## src/rtl/mem_bounds_port.sv

```systemverilog
// mem_bounds_port: single-clock scratch RAM with range-checked accesses.
//
// One write port and one registered read port. Every address is checked
// against [ADDR_LO : ADDR_LO+DEPTH-1] with a signed compare. Reads return
// a whole word, a single bit or a SLICE-bit part-select, zero-extended to
// OUT_WIDTH. Out-of-range words/bits read back as a fill value (x or
// FILL_BIT) and raise o_rd_oob for that access only.
// Word bits are numbered ascending from the MSB: word bit 0 is data[WIDTH-1].
//
// Ports:
//   i_clk, i_rst          clock, synchronous active-high reset
//   i_wr_en/addr/data     write strobe, signed index, data
//   o_wr_oob              previous cycle's write was out of range (discarded)
//   i_rd_en/addr          read strobe, signed index
//   i_rd_mode             0 word, 1 bit, 2 slice, 3 reserved
//   i_rd_bit              bit / slice start index (unsigned)
//   o_rd_data/valid/oob   registered read result, valid, out-of-range flag
module mem_bounds_port #(
  parameter int unsigned      WIDTH     = 8,
  parameter int unsigned      DEPTH     = 3,
  parameter int               ADDR_LO   = 0,
  parameter int unsigned      ADDR_W    = 4,
  parameter int unsigned      OUT_WIDTH = 32,
  parameter int unsigned      SLICE     = 2,
  parameter bit               OOB_X     = 1'b1,
  parameter logic             FILL_BIT  = 1'b0,
  parameter logic [WIDTH-1:0] INIT_VAL  = '0
) (
  input  logic                     i_clk,
  input  logic                     i_rst,
  input  logic                     i_wr_en,
  input  logic signed [ADDR_W-1:0] i_wr_addr,
  input  logic [WIDTH-1:0]         i_wr_data,
  output logic                     o_wr_oob,
  input  logic                     i_rd_en,
  input  logic signed [ADDR_W-1:0] i_rd_addr,
  input  logic [1:0]               i_rd_mode,
  input  logic [$clog2(WIDTH):0]   i_rd_bit,
  output logic [OUT_WIDTH-1:0]     o_rd_data,
  output logic                     o_rd_valid,
  output logic                     o_rd_oob
);

  localparam int          ADDR_HI   = ADDR_LO + int'(DEPTH) - 1;
  localparam int unsigned IDX_W     = (DEPTH > 1) ? $clog2(DEPTH) : 1;
  localparam int unsigned SEL_W     = (WIDTH > 1) ? $clog2(WIDTH) : 1;
  localparam int unsigned OUT_SEL_W = (OUT_WIDTH > 1) ? $clog2(OUT_WIDTH) : 1;

  // Storage is never reset; it powers up holding INIT_VAL.
  logic [WIDTH-1:0] r_mem [DEPTH] = '{default: INIT_VAL};

  logic [OUT_WIDTH-1:0] r_rd_data;
  logic                 r_rd_valid;
  logic                 r_rd_oob;
  logic                 r_wr_oob;

  int                   w_wr_addr;
  int                   w_rd_addr;
  int unsigned          w_bit_start;
  logic                 w_wr_hit;
  logic                 w_rd_hit;
  logic [IDX_W-1:0]     w_wr_idx;
  logic [IDX_W-1:0]     w_rd_idx;
  logic [WIDTH-1:0]     w_rd_word;
  logic                 w_fill;
  logic [OUT_WIDTH-1:0] w_rd_data;
  logic                 w_rd_oob;

  // Sign-extend the addresses so the range check is a true signed compare.
  assign w_wr_addr   = int'(i_wr_addr);
  assign w_rd_addr   = int'(i_rd_addr);
  assign w_bit_start = int'(i_rd_bit);

  assign w_wr_hit = (w_wr_addr >= ADDR_LO) && (w_wr_addr <= ADDR_HI);
  assign w_rd_hit = (w_rd_addr >= ADDR_LO) && (w_rd_addr <= ADDR_HI);
  assign w_wr_idx = IDX_W'(w_wr_addr - ADDR_LO);
  assign w_rd_idx = IDX_W'(w_rd_addr - ADDR_LO);

  assign w_rd_word = w_rd_hit ? r_mem[w_rd_idx] : '0;
  assign w_fill    = OOB_X ? 1'bx : FILL_BIT;

  // Ascending bit b of a word lives at physical position WIDTH-1-b.
  function automatic logic pick(input logic [WIDTH-1:0] word, input int unsigned b);
    return word[SEL_W'(WIDTH - 1 - b)];
  endfunction

  always_comb begin
    w_rd_data = '0;
    w_rd_oob  = 1'b0;
    case (i_rd_mode)
      2'd0: begin
        if (w_rd_hit) begin
          w_rd_data[WIDTH-1:0] = w_rd_word;
        end else begin
          w_rd_data[WIDTH-1:0] = {WIDTH{w_fill}};
          w_rd_oob             = 1'b1;
        end
      end
      2'd1: begin
        if (w_rd_hit && (w_bit_start < WIDTH)) begin
          w_rd_data[0] = pick(w_rd_word, w_bit_start);
        end else begin
          w_rd_data[0] = w_fill;
          w_rd_oob     = 1'b1;
        end
      end
      2'd2: begin
        // Each slice bit is range-checked on its own; bit rd_bit lands in the MSB.
        for (int unsigned k = 0; k < SLICE; k++) begin
          if (w_rd_hit && ((w_bit_start + k) < WIDTH)) begin
            w_rd_data[OUT_SEL_W'(SLICE - 1 - k)] = pick(w_rd_word, w_bit_start + k);
          end else begin
            w_rd_data[OUT_SEL_W'(SLICE - 1 - k)] = w_fill;
            w_rd_oob                             = 1'b1;
          end
        end
      end
      default: begin
        w_rd_oob = 1'b1;
      end
    endcase
  end

  always_ff @(posedge i_clk) begin
    if (i_rst) begin
      r_rd_data  <= '0;
      r_rd_valid <= 1'b0;
      r_rd_oob   <= 1'b0;
      r_wr_oob   <= 1'b0;
    end else begin
      r_rd_valid <= i_rd_en;
      r_rd_oob   <= i_rd_en & w_rd_oob;
      r_wr_oob   <= i_wr_en & ~w_wr_hit;
      if (i_rd_en) begin
        r_rd_data <= w_rd_data;
      end
    end
  end

  // Writes ignore reset; reads sample the old word at the same edge.
  always_ff @(posedge i_clk) begin
    if (i_wr_en && w_wr_hit) begin
      r_mem[w_wr_idx] <= i_wr_data;
    end
  end

  assign o_rd_data  = r_rd_data;
  assign o_rd_valid = r_rd_valid;
  assign o_rd_oob   = r_rd_oob;
  assign o_wr_oob   = r_wr_oob;

endmodule
```

## config.mk

```make
export PLATFORM = sky130hd
export DESIGN_NAME = mem_bounds_port
export DESIGN_NICKNAME = d
export VERILOG_FILES = /design/src/rtl/mem_bounds_port.sv
export SDC_FILE = /design/constraint.sdc
export NUM_CORES = 1
export LEC_CHECK = 0
export BUFFER_PORTS_ARGS = -buffer_cell sky130_fd_sc_hd__buf_2
export CORE_ASPECT_RATIO = 2
export CORE_UTILIZATION = 33
export CTS_CLUSTER_SIZE = 20
export DETAILED_ROUTE_END_ITERATION = 10
export PLACE_DENSITY_LB_ADDON = 0.15
export SLEW_MARGIN = 20
export SYNTH_ARGS = -nofsm -noshare
export SYNTH_HDL_FRONTEND = slang
export SYNTH_SLANG_ARGS = --single-unit
```

## constraint.sdc

```tcl
create_clock -name i_clk -period 2.3 [get_ports i_clk]
set_input_delay 0.575 -clock i_clk [delete_from_list [all_inputs] [get_ports i_clk]]
set_output_delay 0.575 -clock i_clk [all_outputs]
set_load 0.05 [all_outputs]
```

==> impl_results.html, run 1 <==
<table>
<tr><th>Metric</th><th>Value</th></tr>
<tr><th colspan="2">Clock network</th></tr>
<tr><td>Number of buffers created by CTS</td><td>5</td></tr>
<tr><td>Postcts setup bufs</td><td>0</td></tr>
<tr><td>Cts repair resizes</td><td>0</td></tr>
<tr><td>Hold_buf cts</td><td>0</td></tr>
<tr><td>Buffer depth of the longest clock path</td><td>2</td></tr>
<tr><td>Clock sinks</td><td>35</td></tr>
<tr><td>Root buffer selected by CTS</td><td>sky130_fd_sc_hd__clkbuf_8</td></tr>
<tr><td>TritonCTS clock tree</td><td>yes</td></tr>
<tr><td>Number of H-tree levels</td><td>2</td></tr>
<tr><td>Clock latency of the later-clocked register in the worst-skew pair</td><td>~290 ps</td></tr>
<tr><td>Clock transition at path regs</td><td>80 ps</td></tr>
<tr><th colspan="2">Synth</th></tr>
<tr><td>Largest family of logic cells by synthesized area</td><td>simple AND/OR/NAND/NOR gates</td></tr>
<tr><td>Compound-gate portion of the synthesized area</td><td>9.973%</td></tr>
<tr><td>Synth Area in XOR/XNOR</td><td>less than 1%</td></tr>
<tr><td>Synthesis warning total</td><td>0</td></tr>
<tr><td>Most area-hungry cell type in the Yosys netlist</td><td>sky130_fd_sc_hd__edfxtp_1</td></tr>
<tr><td>Number of unique standard cell types used by synthesis</td><td>44</td></tr>
<tr><td>Number of enable flip-flop cells after synthesis</td><td>24</td></tr>
<tr><td>Fraction of the yosys area taken by sequential cells</td><td>between 50% and 60%</td></tr>
<tr><td>Average cell area after synthesis</td><td>approximately 12 um^2</td></tr>
<tr><td>Simple-Gate Fraction of Synth Area</td><td>15.96%</td></tr>
<tr><td>Main area contributors after synthesis</td><td>sky130_fd_sc_hd__edfxtp_1 38%, sky130_fd_sc_hd__dfxtp_1 12%, sky130_fd_sc_hd__buf_4 10%</td></tr>
<tr><td>Multiplexer area fraction after synthesis</td><td>under 10%</td></tr>
<tr><td>Post-synth top area share</td><td>38.30%</td></tr>
<tr><td>Most frequently used flop master after synthesis</td><td>sky130_fd_sc_hd__edfxtp_1</td></tr>
<tr><td>Number of standard cells after synthesis</td><td>about 160</td></tr>
<tr><td>Adder and majority gate portion of the synthesized area</td><td>less than 1%</td></tr>
<tr><td>Cell area after synthesis</td><td>roughly 0.0019 mm^2</td></tr>
<tr><td>Post-synth ARST share</td><td>0%</td></tr>
<tr><td>Seq cells post-synth</td><td>35</td></tr>
<tr><th colspan="2">Pwr</th></tr>
<tr><td>Leakage Power</td><td>just over 0.8 nW</td></tr>
<tr><td>Peak ir drop on the vdd network</td><td>0.4667 mV</td></tr>
<tr><td>Power per standard cell area</td><td>659.6 mW/mm^2</td></tr>
<tr><td>Total Power Consumption</td><td>between 1 and 1.5 mW</td></tr>
<tr><th colspan="2">Critical path</th></tr>
<tr><td>Worst path arrival time</td><td>2080 ps</td></tr>
<tr><td>Total buffers and inverters traversed by the critical path</td><td>1</td></tr>
<tr><td>Critical Path Max Stage Delay</td><td>460 ps</td></tr>
<tr><td>Critical path fanouts, max</td><td>13</td></tr>
<tr><td>Critical Path Sink Type</td><td>flop</td></tr>
<tr><td>Crit Path Class</td><td>primary input to flop</td></tr>
<tr><td>Cells along the critical path</td><td>buf_2 &gt; mux2_2 &gt; mux4_2 &gt; a21oi_1 &gt; a31oi_1 &gt; nand4_1 &gt; nand3_1</td></tr>
<tr><td>Startpoint class of the critical path</td><td>primary input</td></tr>
<tr><td>Top delay family on crit path</td><td>multiplexers</td></tr>
<tr><td>Crit path max-delay cell type</td><td>sky130_fd_sc_hd__mux4_2</td></tr>
<tr><td>Data required time of the worst path</td><td>between 2000 and 2500 ps</td></tr>
<tr><th colspan="2">Timing</th></tr>
<tr><td>Post-route clock period utilization</td><td>between 80% and 90%</td></tr>
<tr><td>Setup violations, final</td><td>0</td></tr>
<tr><td>Setup skew after layout</td><td>between 5 and 6 ps</td></tr>
<tr><td>Final number of hold-violating endpoints</td><td>0</td></tr>
<tr><td>Fin crit period</td><td>1897 ps</td></tr>
<tr><td>Fmax</td><td>527.1 MHz</td></tr>
<tr><td>RSZ-0062 raised after global routing</td><td>false</td></tr>
<tr><td>Total Negative Setup Slacks</td><td>0 ps</td></tr>
<tr><td>Count of final max-slew check failures</td><td>0</td></tr>
<tr><th colspan="2">Run</th></tr>
<tr><td>Max-capacitance violation count</td><td>0</td></tr>
<tr><th colspan="2">Layout</th></tr>
<tr><td>Area occupied by multi-input gates</td><td>774.5 um^2</td></tr>
<tr><td>Storage element area</td><td>approximately 940 um^2</td></tr>
<tr><td>Fill cell count</td><td>approximately 570</td></tr>
<tr><td>Antenna diode instance count</td><td>0</td></tr>
<tr><td>Post-synthesis to final-layout area growth</td><td>12.43%</td></tr>
<tr><td>Core utilization of the finished layout</td><td>approximately two fifths</td></tr>
<tr><td>Share of post-route cells with drive strength above 1</td><td>29.76%</td></tr>
<tr><td>Count of nets after finishing</td><td>approximately 230</td></tr>
<tr><th colspan="2">Global route</th></tr>
<tr><td>Wire length of the first global-routing pass</td><td>about 6300 um</td></tr>
<tr><td>Pin count of the biggest net entering global routing</td><td>15</td></tr>
<tr><td>Residual overflow from global routing</td><td>0</td></tr>
<tr><td>Combined global-route utilization of all metal layers</td><td>~14%</td></tr>
<tr><td>Vias in the first global route</td><td>1325</td></tr>
<tr><td>Antenna violations before repair</td><td>0</td></tr>
<tr><th colspan="2">Die</th></tr>
<tr><td>Die outline area</td><td>between 0.006 and 0.007 mm^2</td></tr>
<tr><td>Die boundary height</td><td>108.8 um</td></tr>
<tr><td>Io pins</td><td>61</td></tr>
<tr><td># rows</td><td>38</td></tr>
<tr><td>Area of the placeable core</td><td>about 0.0055 mm^2</td></tr>
<tr><td>Initial Utilization</td><td>34.42%</td></tr>
<tr><td>Horizontal die dimension</td><td>about 55 um</td></tr>
<tr><th colspan="2">Detailed routing</th></tr>
<tr><td>Violation count after the first detailed-route iteration</td><td>46</td></tr>
<tr><td>Total via count in the routed design</td><td>approximately 1300</td></tr>
<tr><td>Length of the first detailed-routing pass in iterations</td><td>4</td></tr>
<tr><td>Number of nets still failing antenna checks after routing</td><td>0</td></tr>
<tr><td>Detailed-route wire length per cell</td><td>about 15 um</td></tr>
<tr><td>Post-detailed-routing wire length</td><td>4048 um</td></tr>
<tr><td>Number of vias per cell</td><td>between 5 and 6</td></tr>
<tr><td>DRC viols</td><td>0</td></tr>
<tr><th colspan="2">Placed design</th></tr>
<tr><td>RePlAce Congestion</td><td>0.8983</td></tr>
<tr><td>Detailed placement HPWL</td><td>about 3200 um</td></tr>
<tr><td>Count of buffers from port buffering</td><td>36</td></tr>
<tr><th colspan="2">Outcome</th></tr>
<tr><td>Result of the run</td><td>complete, no violations</td></tr>
<tr><th colspan="2">Worst hold path</th></tr>
<tr><td>Worst hold path class</td><td>flop to flop</td></tr>
</table>
power breakdown:
part | internal (mW) | switching, mW
sequential | 0.686 | 0.00489
combinational | 0.0636 | 0.183
clock | 0.216 | 0.242
path summary, 6_finish.rpt:
path / startpoint / end / slack, ps / cells past startpoint
setup / recovery: i_rd_addr[0] / o_rd_data[0]$_SDFFE_PP0P_ / 400 / 7
hold / removal: o_rd_data[3]$_SDFFE_PP0P_ / o_rd_data[3]$_SDFFE_PP0P_ / 470 / 2
setup reg to reg: r_mem[1][7]$_DFFE_PP_ / o_rd_data[0]$_SDFFE_PP0P_ / 650 / 6
hold reg to reg: o_rd_data[3]$_SDFFE_PP0P_ / o_rd_data[3]$_SDFFE_PP0P_ / 470 / 2
cell usage after synthesis, types with 2 or more instances:
library cell	number
sky130_fd_sc_hd__nor2b_1	4
sky130_fd_sc_hd__dfxtp_1	11
sky130_fd_sc_hd__a21oi_1	6
sky130_fd_sc_hd__buf_4	25
sky130_fd_sc_hd__mux2_1	2
sky130_fd_sc_hd__nand4b_1	2
sky130_fd_sc_hd__nor3b_1	5
sky130_fd_sc_hd__o2111ai_1	3
sky130_fd_sc_hd__a211oi_1	2
sky130_fd_sc_hd__nor2_1	12
sky130_fd_sc_hd__a211o_1	2
sky130_fd_sc_hd__nand3_1	5
sky130_fd_sc_hd__or4b_1	2
sky130_fd_sc_hd__nand2b_1	5
sky130_fd_sc_hd__nand2_1	9
sky130_fd_sc_hd__nand4_1	5
sky130_fd_sc_hd__buf_6	3
sky130_fd_sc_hd__mux4_2	2
sky130_fd_sc_hd__mux2_2	5
sky130_fd_sc_hd__a31oi_1	3
sky130_fd_sc_hd__edfxtp_1	24
sky130_fd_sc_hd__a22oi_1	3
routing by layer:
metal	part of all wire, %	routed length (um)	up-vias	global-route usage [%]
met1	32	1307	628	12.96
li1	-	-	642	-
met4	5.2	212	0	10.54
met3	4.1	166	16	3.203
met2	58	2362	57	27.45
met5	0	0	-	0
cells by family after synthesis:
logic type / Yosys count
and+or+nand+nor: 54
DFF: 35
buffers and inverters: 32
AOI/OAI and AO/OA: 26
muxes: 12
adders and majority gates: 1
other: 1
xor gates and xnor gates: 1
area by class of cell:
| class | count | area share (%) |
|---|---|---|
| Tap cell | 60 | 3.548 |
| Clock inverter | 3 | 1.124 |
| Inverter | 2 | 0.3548 |
| Sequential cell | 35 | 44.47 |
| Clock buffer | 5 | 3.253 |
| Multi-Input combinational cell | 118 | 36.61 |
| Timing Repair Buffer | 42 | 10.64 |
sequential cells by signal, summed over array words and instances (netlist names):
name        cells
o_rd_data       8
o_rd_oob        1
o_rd_valid      1
o_wr_oob        1
r_mem          24
stage by stage:
step	setup WS, ps	area [um^2]	hold WS (ps)	instances
2_1_floorplan	395.2	1968	599.0	185
3_3_place_gp	145.4	2023	453.8	257
3_5_place_dp	117.3	2023	460.3	257
4_1_cts	414.2	2116	471.7	265
5_1_grt	315.4	2116	466.2	265
6_report	402.7	2116	471.9	265
worst register-to-register path, delay by kind of cell (launching register included):
family / cells / cell delay, ps
muxes: 2 / 880
and+or+nand+nor: 4 / 290
DFF: 1 / 370
cell usage in the layout (no fill, tap or decap), types with 2 or more instances in the layout:
cell / netlist / layout
sky130_fd_sc_hd__conb_1: 1 / 24
sky130_fd_sc_hd__a211oi_1: 2 / 2
sky130_fd_sc_hd__nand2b_1: 5 / 5
sky130_fd_sc_hd__o2111ai_1: 3 / 3
sky130_fd_sc_hd__buf_2: 0 / 36
sky130_fd_sc_hd__a22oi_1: 3 / 3
sky130_fd_sc_hd__buf_4: 25 / 6
sky130_fd_sc_hd__or4b_1: 2 / 2
sky130_fd_sc_hd__mux2_1: 2 / 2
sky130_fd_sc_hd__mux4_2: 2 / 2
sky130_fd_sc_hd__nand4b_1: 2 / 2
sky130_fd_sc_hd__nor2b_1: 4 / 4
sky130_fd_sc_hd__nor2_1: 12 / 12
sky130_fd_sc_hd__nor3b_1: 5 / 5
sky130_fd_sc_hd__dfxtp_1: 11 / 11
sky130_fd_sc_hd__a31oi_1: 3 / 3
sky130_fd_sc_hd__edfxtp_1: 24 / 24
sky130_fd_sc_hd__nand4_1: 5 / 5
sky130_fd_sc_hd__a211o_1: 2 / 2
sky130_fd_sc_hd__nand3_1: 5 / 5
sky130_fd_sc_hd__mux2_2: 5 / 5
sky130_fd_sc_hd__clkinvlp_4: 0 / 2
sky130_fd_sc_hd__clkbuf_8: 0 / 5
sky130_fd_sc_hd__nand2_1: 9 / 9
sky130_fd_sc_hd__a21oi_1: 6 / 6
Power figures use the tool's default switching activity.
==> inputs of run 2 (changes only) <==
==> constraint.sdc (replaced) <==
create_clock -name i_clk -period 1.62 [get_ports i_clk]
set_input_delay 0.405 -clock i_clk [delete_from_list [all_inputs] [get_ports i_clk]]
set_output_delay 0.405 -clock i_clk [all_outputs]
set_load 0.05 [all_outputs]
==> run 2 against run 1 <==
  * Critical path depth decreased by 1
  * Wire length increased by 4.7%
  * Combinational power increased by 59%
==> impl_results.html, run 2 (synthesis results as in run 1) <==
<table>
<tr><th>Metric</th><th>Value</th></tr>
<tr><th colspan="2">Layout</th></tr>
<tr><td>Leading cell type in the layout, fill and taps excluded</td><td>sky130_fd_sc_hd__buf_2 (unchanged)</td></tr>
<tr><td>Count of nets after finishing</td><td>248 (was 231)</td></tr>
<tr><td>Max FFs per register</td><td>24 (unchanged)</td></tr>
<tr><td>Largest Register</td><td>r_mem (unchanged)</td></tr>
<tr><td>Antenna diode instance count</td><td>0 (unchanged)</td></tr>
<tr><td>Count of non-filler cells in the finished layout</td><td>282 (was 265)</td></tr>
<tr><td>Commonest cells after routing, fill and taps aside</td><td>35 x sky130_fd_sc_hd__buf_2, 24 x sky130_fd_sc_hd__conb_1, 24 x sky130_fd_sc_hd__edfxtp_1, 23 x sky130_fd_sc_hd__buf_4, 12 x sky130_fd_sc_hd__nor2_1 (was 36 x sky130_fd_sc_hd__buf_2, 24 x sky130_fd_sc_hd__conb_1, 24 x sky130_fd_sc_hd__edfxtp_1, 12 x sky130_fd_sc_hd__nor2_1, 11 x sky130_fd_sc_hd__dfxtp_1)</td></tr>
<tr><td>Post-synthesis to final-layout area growth</td><td>23.60% (was 12.43%)</td></tr>
<tr><td>Core utilization of the finished layout</td><td>42.54% (was 38.70%)</td></tr>
<tr><td>Share of post-route cells with drive strength above 1</td><td>38.74% (was 29.76%)</td></tr>
<tr><td>Final non-filler cell area</td><td>0.002326 mm^2 (was 0.002116 mm^2)</td></tr>
<tr><td>Fill cell count</td><td>524 (was 568)</td></tr>
<tr><th colspan="2">Detailed routing</th></tr>
<tr><td>Number of nets still failing antenna checks after routing</td><td>0 (unchanged)</td></tr>
<tr><td>Violation count after the first detailed-route iteration</td><td>22 (was 46)</td></tr>
<tr><td>Length of the first detailed-routing pass in iterations</td><td>4 (unchanged)</td></tr>
<tr><td>Post-detailed-routing wire length</td><td>4238 um (was 4048 um)</td></tr>
<tr><td>DRC viols</td><td>0 (unchanged)</td></tr>
<tr><td>Number of vias per cell</td><td>4.986 (was 5.068)</td></tr>
<tr><td>Detailed-route wire length per cell</td><td>15.03 um (was 15.28 um)</td></tr>
<tr><td>Total via count in the routed design</td><td>1406 (was 1343)</td></tr>
<tr><th colspan="2">Die</th></tr>
<tr><td>Horizontal die dimension</td><td>55.40 um (unchanged)</td></tr>
<tr><td>Initial Utilization</td><td>34.42% (unchanged)</td></tr>
<tr><td>Die boundary height</td><td>108.8 um (unchanged)</td></tr>
<tr><td>Area of the placeable core</td><td>0.005468 mm^2 (unchanged)</td></tr>
<tr><td>Io pins</td><td>61 (unchanged)</td></tr>
<tr><td>Die outline area</td><td>0.006026 mm^2 (unchanged)</td></tr>
<tr><td># rows</td><td>38 (unchanged)</td></tr>
<tr><th colspan="2">Critical path</th></tr>
<tr><td>Cells along the critical path</td><td>mux2_4 &gt; mux4_2 &gt; a31oi_1 &gt; nand2_1 &gt; nand3_1 &gt; nand3_1 (was buf_2 &gt; mux2_2 &gt; mux4_2 &gt; a21oi_1 &gt; a31oi_1 &gt; nand4_1 &gt; nand3_1)</td></tr>
<tr><td>Critical path fanouts, max</td><td>2 (was 13)</td></tr>
<tr><td>Critical Path Sink Type</td><td>flop (unchanged)</td></tr>
<tr><td>Data required time of the worst path</td><td>1810 ps (was 2480 ps)</td></tr>
<tr><td>Worst path arrival time</td><td>1780 ps (was 2080 ps)</td></tr>
<tr><td>Crit path max-delay cell type</td><td>sky130_fd_sc_hd__mux4_2 (unchanged)</td></tr>
<tr><td>Crit Path Class</td><td>flop to flop (was primary input to flop)</td></tr>
<tr><td>Critical Path Max Stage Delay</td><td>450 ps (was 460 ps)</td></tr>
<tr><td>Startpoint class of the critical path</td><td>flop (was primary input)</td></tr>
<tr><td>R2R cell count</td><td>6 (unchanged)</td></tr>
<tr><td>Worst flop-to-flop path startpoint</td><td>r_mem[1][4]$_DFFE_PP_ (was r_mem[1][7]$_DFFE_PP_)</td></tr>
<tr><td>Setup slack on the worst flop-to-flop path</td><td>30 ps (was 650 ps)</td></tr>
<tr><td>Most prevalent standard cell on the critical path</td><td>sky130_fd_sc_hd__nand3_1</td></tr>
<tr><td>Endpoint of the lowest-slack register-to-register path</td><td>o_rd_data[0]$_SDFFE_PP0P_ (unchanged)</td></tr>
<tr><td>Setup crit start</td><td>r_mem[1][4]$_DFFE_PP_ (was i_rd_addr[0])</td></tr>
<tr><th colspan="2">Global route</th></tr>
<tr><td>Vias in the first global route</td><td>1444 (was 1325)</td></tr>
<tr><td>Wire length of the first global-routing pass</td><td>6796 um (was 6341 um)</td></tr>
<tr><td>Combined global-route utilization of all metal layers</td><td>15.07% (was 14.41%)</td></tr>
<tr><td>Pin count of the biggest net entering global routing</td><td>13 (was 15)</td></tr>
<tr><td>Residual overflow from global routing</td><td>0 (unchanged)</td></tr>
<tr><td>Antenna violations before repair</td><td>0 (unchanged)</td></tr>
<tr><th colspan="2">Timing</th></tr>
<tr><td>Fmax</td><td>roughly 630 MHz</td></tr>
<tr><td>RSZ-0062 raised after global routing</td><td>true (was false)</td></tr>
<tr><td>Setup skew after layout</td><td>4.972 ps (was 5.137 ps)</td></tr>
<tr><td>Setup violations, final</td><td>0 (unchanged)</td></tr>
<tr><td>Fin crit period</td><td>approximately 1600 ps</td></tr>
<tr><td>Post-route clock period utilization</td><td>between 90% and 100%</td></tr>
<tr><td>Min setup slack post-route</td><td>29.90 ps (was 402.7 ps)</td></tr>
<tr><td>Count of final max-slew check failures</td><td>0 (unchanged)</td></tr>
<tr><td>Final number of hold-violating endpoints</td><td>0 (unchanged)</td></tr>
<tr><th colspan="2">Clock network</th></tr>
<tr><td>TritonCTS clock tree</td><td>yes (unchanged)</td></tr>
<tr><td>Postcts setup bufs</td><td>0 (unchanged)</td></tr>
<tr><td>Clock latency of the later-clocked register in the worst-skew pair</td><td>290 ps (about the same)</td></tr>
<tr><td>Number of buffers created by CTS</td><td>5 (unchanged)</td></tr>
<tr><td>Root buffer selected by CTS</td><td>sky130_fd_sc_hd__clkbuf_8 (unchanged)</td></tr>
<tr><td>Clock sinks</td><td>35 (unchanged)</td></tr>
<tr><td>Buffer depth of the longest clock path</td><td>2 (unchanged)</td></tr>
<tr><td>Clock transition at path regs</td><td>80 ps (about the same)</td></tr>
<tr><td>Number of H-tree levels</td><td>2 (unchanged)</td></tr>
<tr><th colspan="2">Placed design</th></tr>
<tr><td>Placement-stage worst setup slack</td><td>-308.1 ps (was 117.3 ps)</td></tr>
<tr><td>RePlAce Congestion</td><td>0.8797 (was 0.8983)</td></tr>
<tr><td>Count of buffers from port buffering</td><td>36 (unchanged)</td></tr>
<tr><td>Number of instances in the placed design</td><td>274 (was 257)</td></tr>
<tr><td>Post-detailed-placement cell area</td><td>0.002181 mm^2 (was 0.002023 mm^2)</td></tr>
<tr><td>Detailed placement HPWL</td><td>3511 um (was 3235 um)</td></tr>
<tr><th colspan="2">Pwr</th></tr>
<tr><td>Leakage Power</td><td>0.9555 nW (was 0.8314 nW)</td></tr>
<tr><td>Total Power Consumption</td><td>2.230 mW (was 1.396 mW)</td></tr>
<tr><td>Peak ir drop on the vdd network</td><td>0.6440 mV (was 0.4667 mV)</td></tr>
<tr><td>Power per standard cell area</td><td>958.5 mW/mm^2 (was 659.6 mW/mm^2)</td></tr>
<tr><th colspan="2">Worst hold path</th></tr>
<tr><td>Worst hold path class</td><td>primary input to flop (was flop to flop)</td></tr>
<tr><td>Worst Hold Endpoint</td><td>r_mem[0][1]$_DFFE_PP_ (was o_rd_data[3]$_SDFFE_PP0P_)</td></tr>
<tr><td>Hold Path Depth</td><td>1 (was 2)</td></tr>
<tr><td>Min-delay src</td><td>i_wr_data[1] (was o_rd_data[3]$_SDFFE_PP0P_)</td></tr>
<tr><th colspan="2">Outcome</th></tr>
<tr><td>Result of the run</td><td>complete, no violations (unchanged)</td></tr>
<tr><th colspan="2">Run</th></tr>
<tr><td>Max-capacitance violation count</td><td>0 (unchanged)</td></tr>
</table>
[run 2: cell count changes in the layout (fill, tap and decap cells not counted), moves of 2 or more]
cell                         change
sky130_fd_sc_hd__buf_4          +17
sky130_fd_sc_hd__clkinvlp_4      -2
sky130_fd_sc_hd__mux2_1          -2
sky130_fd_sc_hd__mux2_4          +2
sky130_fd_sc_hd__nor3b_1         -2
sky130_fd_sc_hd__nor3b_2         +2
[run 2: worst max path at each step]
stage | cells past startpoint | slack, ps | end
2_1_floorplan | 7 | -80 | o_rd_data[1]$_SDFFE_PP0P_
3_3_place_gp | 7 | -300 | o_rd_data[1]$_SDFFE_PP0P_
3_5_place_dp | 7 | -310 | o_rd_data[0]$_SDFFE_PP0P_
4_1_cts | 6 | 20 | o_rd_data[0]$_SDFFE_PP0P_
5_1_grt | 6 | -50 | o_rd_data[0]$_SDFFE_PP0P_
6_report | 6 | 30 | o_rd_data[0]$_SDFFE_PP0P_
[run 2: layer usage]
layer	up-vias	share of wire (%)	track usage, %
met1	674	31	12.61
met5	-	0	0
met3	8	4.1	3.084
met2	51	63	31.24
met4	0	2.3	8.393
li1	673	-	-
[run 2: where the power goes]
| group | total [mW] | internal (mW) | switching (mW) |
|---|---|---|---|
| registers | 0.981 | 0.974 | 0.00724 |
| clock network | 0.857 | 0.506 | 0.351 |
| logic | 0.392 | 0.123 | 0.269 |
| total | 2.23 | 1.60 | 0.627 |
[run 2: area by class of cell]
class                      instances  area, um^2  share of cell area (%)
clock buffer                       6       82.58                   3.550
timing repair buffer              59       367.9                   15.81
tap                               60       75.07                   3.228
clock inverter                     2       38.79                   1.668
inverter                           2       7.507                  0.3228
multi-input combinational        118       813.3                   34.97
sequential                        35       940.9                   40.45
[run 2: metrics by stage]
step                hold WS (ps)  TNS (ps)
floorplan                  503.9    -218.6
global placement           451.6    -705.5
detailed placement         457.3    -819.9
CTS                        307.4         0
global route               305.3    -61.42
finish                     312.5         0
[run 2: timing repair]
item / in CTS / in global routing
gates resized for setup: 2 / 3
endpoints found under the setup margin: 1 / 2
pin swaps: 1 / 3
hold endpoints to repair: 0 / 0
hold buffers: 0 / 0
[run 2: worst max-delay path, delay by kind of cell, from the launching register on]
family,cells,cell delay (ps)
AO/OA/AOI/OAI,1,170
flip-flops,1,400
multiplexers,2,730
AND/OR/NAND/NOR,3,190
